--- src/rtl/tile_drop_engine.sv ---
// Column-drop 2048 game engine: cursor handling, tile placement, vertical merge
// resolution, win/lose detection and preview-tile generation for the renderer.
module tile_drop_engine #(
  parameter int unsigned WIN_EXP   = 11,
  parameter logic [15:0] LFSR_SEED = 16'hACE1
) (
  input  logic        mastClk,
  input  logic        rst,
  input  logic        btn_l,
  input  logic        btn_r,
  input  logic        btn_drop,
  output logic [79:0] board_flat,
  output logic [15:0] score,
  output logic        game_over,
  output logic        game_won,
  output logic [1:0]  cursor_col,
  output logic [4:0]  spawn_val,
  output logic        display_ready
);

  localparam int unsigned EXP_W   = 5;
  localparam int unsigned CELLS   = 16;
  localparam int unsigned SCORE_W = 16;
  localparam logic [EXP_W-1:0] WIN_V   = EXP_W'(WIN_EXP);
  localparam logic [EXP_W-1:0] EXP_MAX = 5'd31;

  typedef enum logic [2:0] {
    S_IDLE,
    S_PLACE,
    S_MERGE,
    S_CHECK,
    S_OVER,
    S_WON
  } state_t;

  state_t                        state_q, state_d;
  logic [CELLS-1:0][EXP_W-1:0]   board_q, board_d;
  logic [SCORE_W-1:0]            score_q, score_d;
  logic [1:0]                    cursor_q, cursor_d;
  logic [EXP_W-1:0]              spawn_q, spawn_d;
  logic [1:0]                    col_q, col_d;
  logic [1:0]                    land_q, land_d;
  logic [15:0]                   lfsr_q, lfsr_d;

  logic [1:0]         place_row;
  logic [3:0]         land_idx;
  logic [3:0]         below_idx;
  logic [EXP_W-1:0]   land_val;
  logic               merge_ok;
  logic [5:0]         shift_amt;
  logic [SCORE_W:0]   addend;
  logic [SCORE_W:0]   score_sum;
  logic [SCORE_W-1:0] score_sat;
  logic               any_win;
  logic               top_full;

  // Lowest empty row in the latched column (row 0 is known empty here).
  always_comb begin
    place_row = 2'd0;
    for (int i = 0; i < 4; i++) begin
      if (board_q[{2'(i), col_q}] == '0) place_row = 2'(i);
    end
  end

  // Merge test for the tile currently being resolved, plus saturating score.
  always_comb begin
    land_idx  = {land_q, col_q};
    below_idx = {land_q + 2'd1, col_q};
    land_val  = board_q[land_idx];
    merge_ok  = (land_q != 2'd3) && (board_q[below_idx] == land_val) &&
                (land_val != EXP_MAX);
    shift_amt = 6'(land_val) + 6'd1;
    addend    = (shift_amt >= 6'd16) ? 17'h10000 : (17'd1 << shift_amt);
    score_sum = {1'b0, score_q} + addend;
    score_sat = score_sum[SCORE_W] ? 16'hFFFF : score_sum[SCORE_W-1:0];
  end

  // End-of-turn board status.
  always_comb begin
    any_win  = 1'b0;
    top_full = 1'b1;
    for (int i = 0; i < 16; i++) begin
      if (board_q[4'(i)] >= WIN_V) any_win = 1'b1;
    end
    for (int c = 0; c < 4; c++) begin
      if (board_q[4'(c)] == '0) top_full = 1'b0;
    end
  end

  always_comb begin
    state_d  = state_q;
    board_d  = board_q;
    score_d  = score_q;
    cursor_d = cursor_q;
    spawn_d  = spawn_q;
    col_d    = col_q;
    land_d   = land_q;
    lfsr_d   = {lfsr_q[0] ^ lfsr_q[2] ^ lfsr_q[3] ^ lfsr_q[5], lfsr_q[15:1]};

    case (state_q)
      S_IDLE: begin
        if (btn_drop) begin
          if (board_q[{2'd0, cursor_q}] != '0) begin
            state_d = S_OVER;
          end else begin
            col_d   = cursor_q;
            state_d = S_PLACE;
          end
        end else if (btn_l && !btn_r) begin
          if (cursor_q != 2'd0) cursor_d = cursor_q - 2'd1;
        end else if (btn_r && !btn_l) begin
          if (cursor_q != 2'd3) cursor_d = cursor_q + 2'd1;
        end
      end
      S_PLACE: begin
        board_d[{place_row, col_q}] = spawn_q;
        land_d  = place_row;
        state_d = S_MERGE;
      end
      S_MERGE: begin
        if (merge_ok) begin
          board_d[below_idx] = land_val + 5'd1;
          board_d[land_idx]  = '0;
          score_d            = score_sat;
          land_d             = land_q + 2'd1;
        end else begin
          state_d = S_CHECK;
        end
      end
      S_CHECK: begin
        if (any_win) begin
          state_d = S_WON;
        end else if (top_full) begin
          state_d = S_OVER;
        end else begin
          spawn_d = (lfsr_q[1:0] == 2'b00) ? 5'd2 : 5'd1;
          state_d = S_IDLE;
        end
      end
      S_OVER:  state_d = S_OVER;
      S_WON:   state_d = S_WON;
      default: state_d = S_IDLE;
    endcase
  end

  always_ff @(posedge mastClk) begin
    if (rst) begin
      state_q  <= S_IDLE;
      board_q  <= '0;
      score_q  <= '0;
      cursor_q <= 2'd0;
      spawn_q  <= 5'd1;
      col_q    <= 2'd0;
      land_q   <= 2'd0;
      lfsr_q   <= LFSR_SEED;
    end else begin
      state_q  <= state_d;
      board_q  <= board_d;
      score_q  <= score_d;
      cursor_q <= cursor_d;
      spawn_q  <= spawn_d;
      col_q    <= col_d;
      land_q   <= land_d;
      lfsr_q   <= lfsr_d;
    end
  end

  assign board_flat    = board_q;
  assign score         = score_q;
  assign cursor_col    = cursor_q;
  assign spawn_val     = spawn_q;
  assign game_over     = (state_q == S_OVER);
  assign game_won      = (state_q == S_WON);
  assign display_ready = (state_q == S_IDLE) || (state_q == S_OVER) || (state_q == S_WON);

endmodule

--- config.mk ---
export PLATFORM = sky130hd
export DESIGN_NAME = tile_drop_engine
export DESIGN_NICKNAME = d
export VERILOG_FILES = /design/src/rtl/tile_drop_engine.sv
export SDC_FILE = /design/constraint.sdc
export NUM_CORES = 1
export LEC_CHECK = 0
export BUFFER_PORTS_ARGS = -buffer_cell sky130_fd_sc_hd__buf_2
export CORE_ASPECT_RATIO = 1.4
export CORE_MARGIN = 10
export CORE_UTILIZATION = 25
export DETAILED_ROUTE_END_ITERATION = 8
export PLACE_DENSITY = 0.47
export SYNTH_ARGS = -nofsm -noshare
export SYNTH_HDL_FRONTEND = slang
export SYNTH_SLANG_ARGS = --single-unit
--- constraint.sdc ---
create_clock -name mastClk -period 6 [get_ports mastClk]
set_input_delay 0.3 -clock mastClk [delete_from_list [all_inputs] [get_ports mastClk]]
set_output_delay 0.3 -clock mastClk [all_outputs]
set_load 0.03 [all_outputs]
==> impl_metrics.csv <==
group,metric,value,unit
routing,ant_nets,0,
timing,worst_slew_pin_slew,1010,ps
synthesis,yosys_warnings,0,
synthesis,synth_simple_gate_area_share,17.1,%
setup_path,cpPeakStageDelay,710,ps
synthesis,async_reset_ff_share,0,%
synthesis,synth_top_area_cell,"dfxtp_1",
power,total_leakage_power,3.48,nW
place,dp.final_hpwl,21700,um
die,ios,111,
layout,layout-drive-gt1-share,22.0,%
cts,cts.htree.levels,4,
timing,grt_setup_unrepaired,"no",
timing,skew,11.1,ps
global_routing,grt_usage,14.9,%
synthesis,ys_seq_elements,123,
power,p_switching,1.73,mW
global_routing,antenna_found_initial,0,
global_routing,grt_max_degree,54,
cts,cts_buffers,17,
run_status,status,"complete, no violations",
routing,drt_first_iter_violations,507,
layout,fin_nets,976,
timing,maxSlewHeadroom,31.8,%
power,p_per_area,421,nW/um^2
layout,antenna_cells,0,
setup_path,timing.rr.start,"col_q[0]$_SDFFE_PP0P_",
synthesis,postSynthAreaPerCell,8.72,um^2
synthesis,synthCells,870,
cts,hold_buffers,0,
global_routing,grt_pass1_wl,44400,um
setup_path,reg2reg_depth,17,
min_path,hold_depth,4,
timing,tns,0,ps
synthesis,synth_area_leaders,"dfxtp_1, mux4_2, o21ai_0",
die,core.rowCount,75,
layout,fillers,3217,
synthesis,synth_most_common_cell,"dfxtp_1",
setup_path,crit_path_start_kind,"register",
routing,drc_errors,0,
setup_path,crit_buf_inv,2,
die,die-height,226,um
setup_path,arrival,5750,ps
global_routing,grt_overflow,0,
setup_path,crit_path_max_fanout,18,
setup_path,crit_path_cell_trace,"buf_4 -> mux4_2 -> mux4_2 -> and3_1 -> ha_1 -> nor2_1 -> and2_1 -> and3_1 -> fa_1 -> a211oi_1 -> o21ai_0 -> nand3_1 -> nand3_1 -> a31oi_1 -> xnor2_1 -> buf_4 -> a31oi_1",
power,seqPwrFrac,29.2,%
synthesis,synth-compound-area-share,27.9,%
cts,ctsResizeCount,0,
cts,insertion_delay,440,ps
cts,cts.reportedPaths.clkPinSlew,60,ps
die,start_util,25.3,%
die,core,29900,um^2
timing,worst_slack,545,ps
synthesis,synthXorXnorAreaFrac,2.42,%
synthesis,synth_top_area_share,32.5,%
timing,drv_slew,0,
setup_path,cp-end-kind,"register",
synthesis,synthAdderAreaFrac,4.88,%
routing,viasPerCell,5.48,
power,clkPwrFrac,26.7,%
timing,fmax,183,MHz
synthesis,synth_top_family_by_area,"compound AO/OA/AOI/OAI gates",
synthesis,synth_edf_count,0,
timing,period_minus_slack,5450,ps
timing,finalHoldViolCount,0,
synthesis,synth-seq-area-share,32.5,%
global_routing,grt_pass1_vias,7173,
timing,setup_viol,0,
power,internal-power,2.04,mW
cts,postCtsSetupBuffers,0,
cts,cts_tree,"done",
min_path,holdCritPathClass,"primary input to register",
routing,dr_total_vias,7339,
routing,routed_wl,29100,um
synthesis,ys.flop_type,"dfxtp_1",
die,fp.dieArea,37800,um^2
routing,dr.pass1.iters,7,
synthesis,synth_area,7580,um^2
layout,multi_input_area,4720,um^2
cts,clockBufferDepth,2,
setup_path,worstSetupPathType,"register to register",
place,dp_slack,537,ps
setup_path,rrSetupSlack,550,ps
min_path,holdPathEnd,"col_q[0]$_SDFFE_PP0P_",
die,die_w,167,um
place,gp_congestion,0.870,
synthesis,synthMuxAreaShare,9.73,%
cts,cts_sinks,123,
setup_path,cp.required,6300,ps
synthesis,synth_cell_type_count,66,
min_path,worstHoldStart,"btn_drop",
layout,regArea,2460,um^2
layout,area_growth,18.3,%
power,switching_share,46.0,%
synthesis,synth_common_cells,"dfxtp_1, o21ai_0, a21oi_1, nand2_1, nor2_1",
power,power_frac_comb,44.1,%
power,ir_drop,156,uV
job,drv_cap,0,
timing,min_period_over_period,90.9,%
setup_path,cp_top_family,"multiplexers",
setup_path,reg2reg_to,"score[14]$_SDFFE_PP0P_",
routing,wire_per_inst,21.7,um
place,io_buffers,107,
setup_path,crit_path_top_delay_cell,"dfxtp_2",
cts,cts-root-buf,"clkbuf_16",
timing,holdWs,330,ps
[how the worst max path moves through the flow]
stage | startpoint | to | slack, ps | cells past startpoint
2_1_floorplan | col_q[0]$_SDFFE_PP0P_ | score[10]$_SDFFE_PP0P_ | 1020 | 18
3_3_place_gp | col_q[0]$_SDFFE_PP0P_ | score[10]$_SDFFE_PP0P_ | 680 | 17
3_5_place_dp | col_q[0]$_SDFFE_PP0P_ | score[7]$_SDFFE_PP0P_ | 540 | 17
4_1_cts | col_q[0]$_SDFFE_PP0P_ | score[14]$_SDFFE_PP0P_ | 520 | 17
5_1_grt | col_q[0]$_SDFFE_PP0P_ | score[4]$_SDFFE_PP0P_ | 160 | 17
6_report | col_q[0]$_SDFFE_PP0P_ | score[14]$_SDFFE_PP0P_ | 550 | 17
[power by group through the flow]
stage | Sequential [mW] | Clock, mW | Combinational (mW)
final | 1.10 | 1.01 | 1.66
after global routing | 1.12 | 1.06 | 1.82
after CTS | 1.11 | 1.03 | 1.67
after detailed placement | 1.12 | 0 | 1.66
after global placement | 1.12 | 0 | 1.65
after floorplan | 1.22 | 0 | 1.09
[cell type report]
type                       instances  share of cell area [%]
inverter                          21                   0.878
multi-input combinational        656                    52.6
clock buffer                      19                    5.05
clock inverter                    13                    1.32
tap                              385                    5.37
sequential                       123                    27.5
timing repair buffer             123                    7.31
[sequential cells by signal, summed over array words and instances, names as in the netlist]
name / cells
land_q: 2
lfsr_q: 16
spawn_val: 2
board_flat: 80
col_q: 2
state_q: 3
cursor_col: 2
score: 16
[metal layers]
| layer | GRT usage, % | vias to the layer above | share of wire (%) |
|---|---|---|---|
| met5 | 0 | - | 0 |
| met4 | 5.71 | 0 | 2.6 |
| met3 | 3.50 | 42 | 6.1 |
| met2 | 25.7 | 275 | 50 |
| met1 | 17.6 | 3547 | 41 |
| li1 | - | 3475 | - |
[worst register-to-register path, delay by kind of cell (launching register included)]
kind / cells / cell delay [ps]
fa+ha+maj: 2 / 830
mux: 2 / 1140
compound gates: 4 / 930
flops: 1 / 710
buf+inv: 2 / 560
simple gates: 6 / 1020
xor+xnor: 1 / 140
[stage by stage]
stage	utilization, %	cell area, um^2	instances	power (mW)
final	30.0	8970	1340	3.77
after global placement	28.1	8400	1308	2.78
after CTS	30.0	8970	1340	3.80
after global routing	30.0	8970	1340	4.00
after detailed placement	28.1	8400	1308	2.78
after floorplan	-	7590	872	2.31
[placed cells by master (no fill, tap or decap), drive strengths merged, types with 15 or more instances in the layout]
master / netlist / layout
a311oi: 16 / 16
nor2b: 19 / 19
nand2: 47 / 47
mux4: 31 / 31
clkbuf: 47 / 19
dfxtp: 123 / 123
inv: 21 / 23
ha: 28 / 28
buf: 25 / 123
a31oi: 30 / 30
nor3: 34 / 34
and2: 15 / 15
nor2: 48 / 48
o22ai: 17 / 17
o21ai: 84 / 84
a21oi: 59 / 59
a22oi: 16 / 16
nand3: 20 / 20
o2bb2ai: 27 / 27
[cells by family after synthesis]
group                      Yosys count
AOI/OAI and AO/OA                  321
and+or+nand+nor                    247
DFF                                123
buffers and inverters               93
muxes                               35
adders and majority gates           29
xor gates and xnor gates            21
other                                1
No activity file was read; power rests on OpenSTA's default activity.
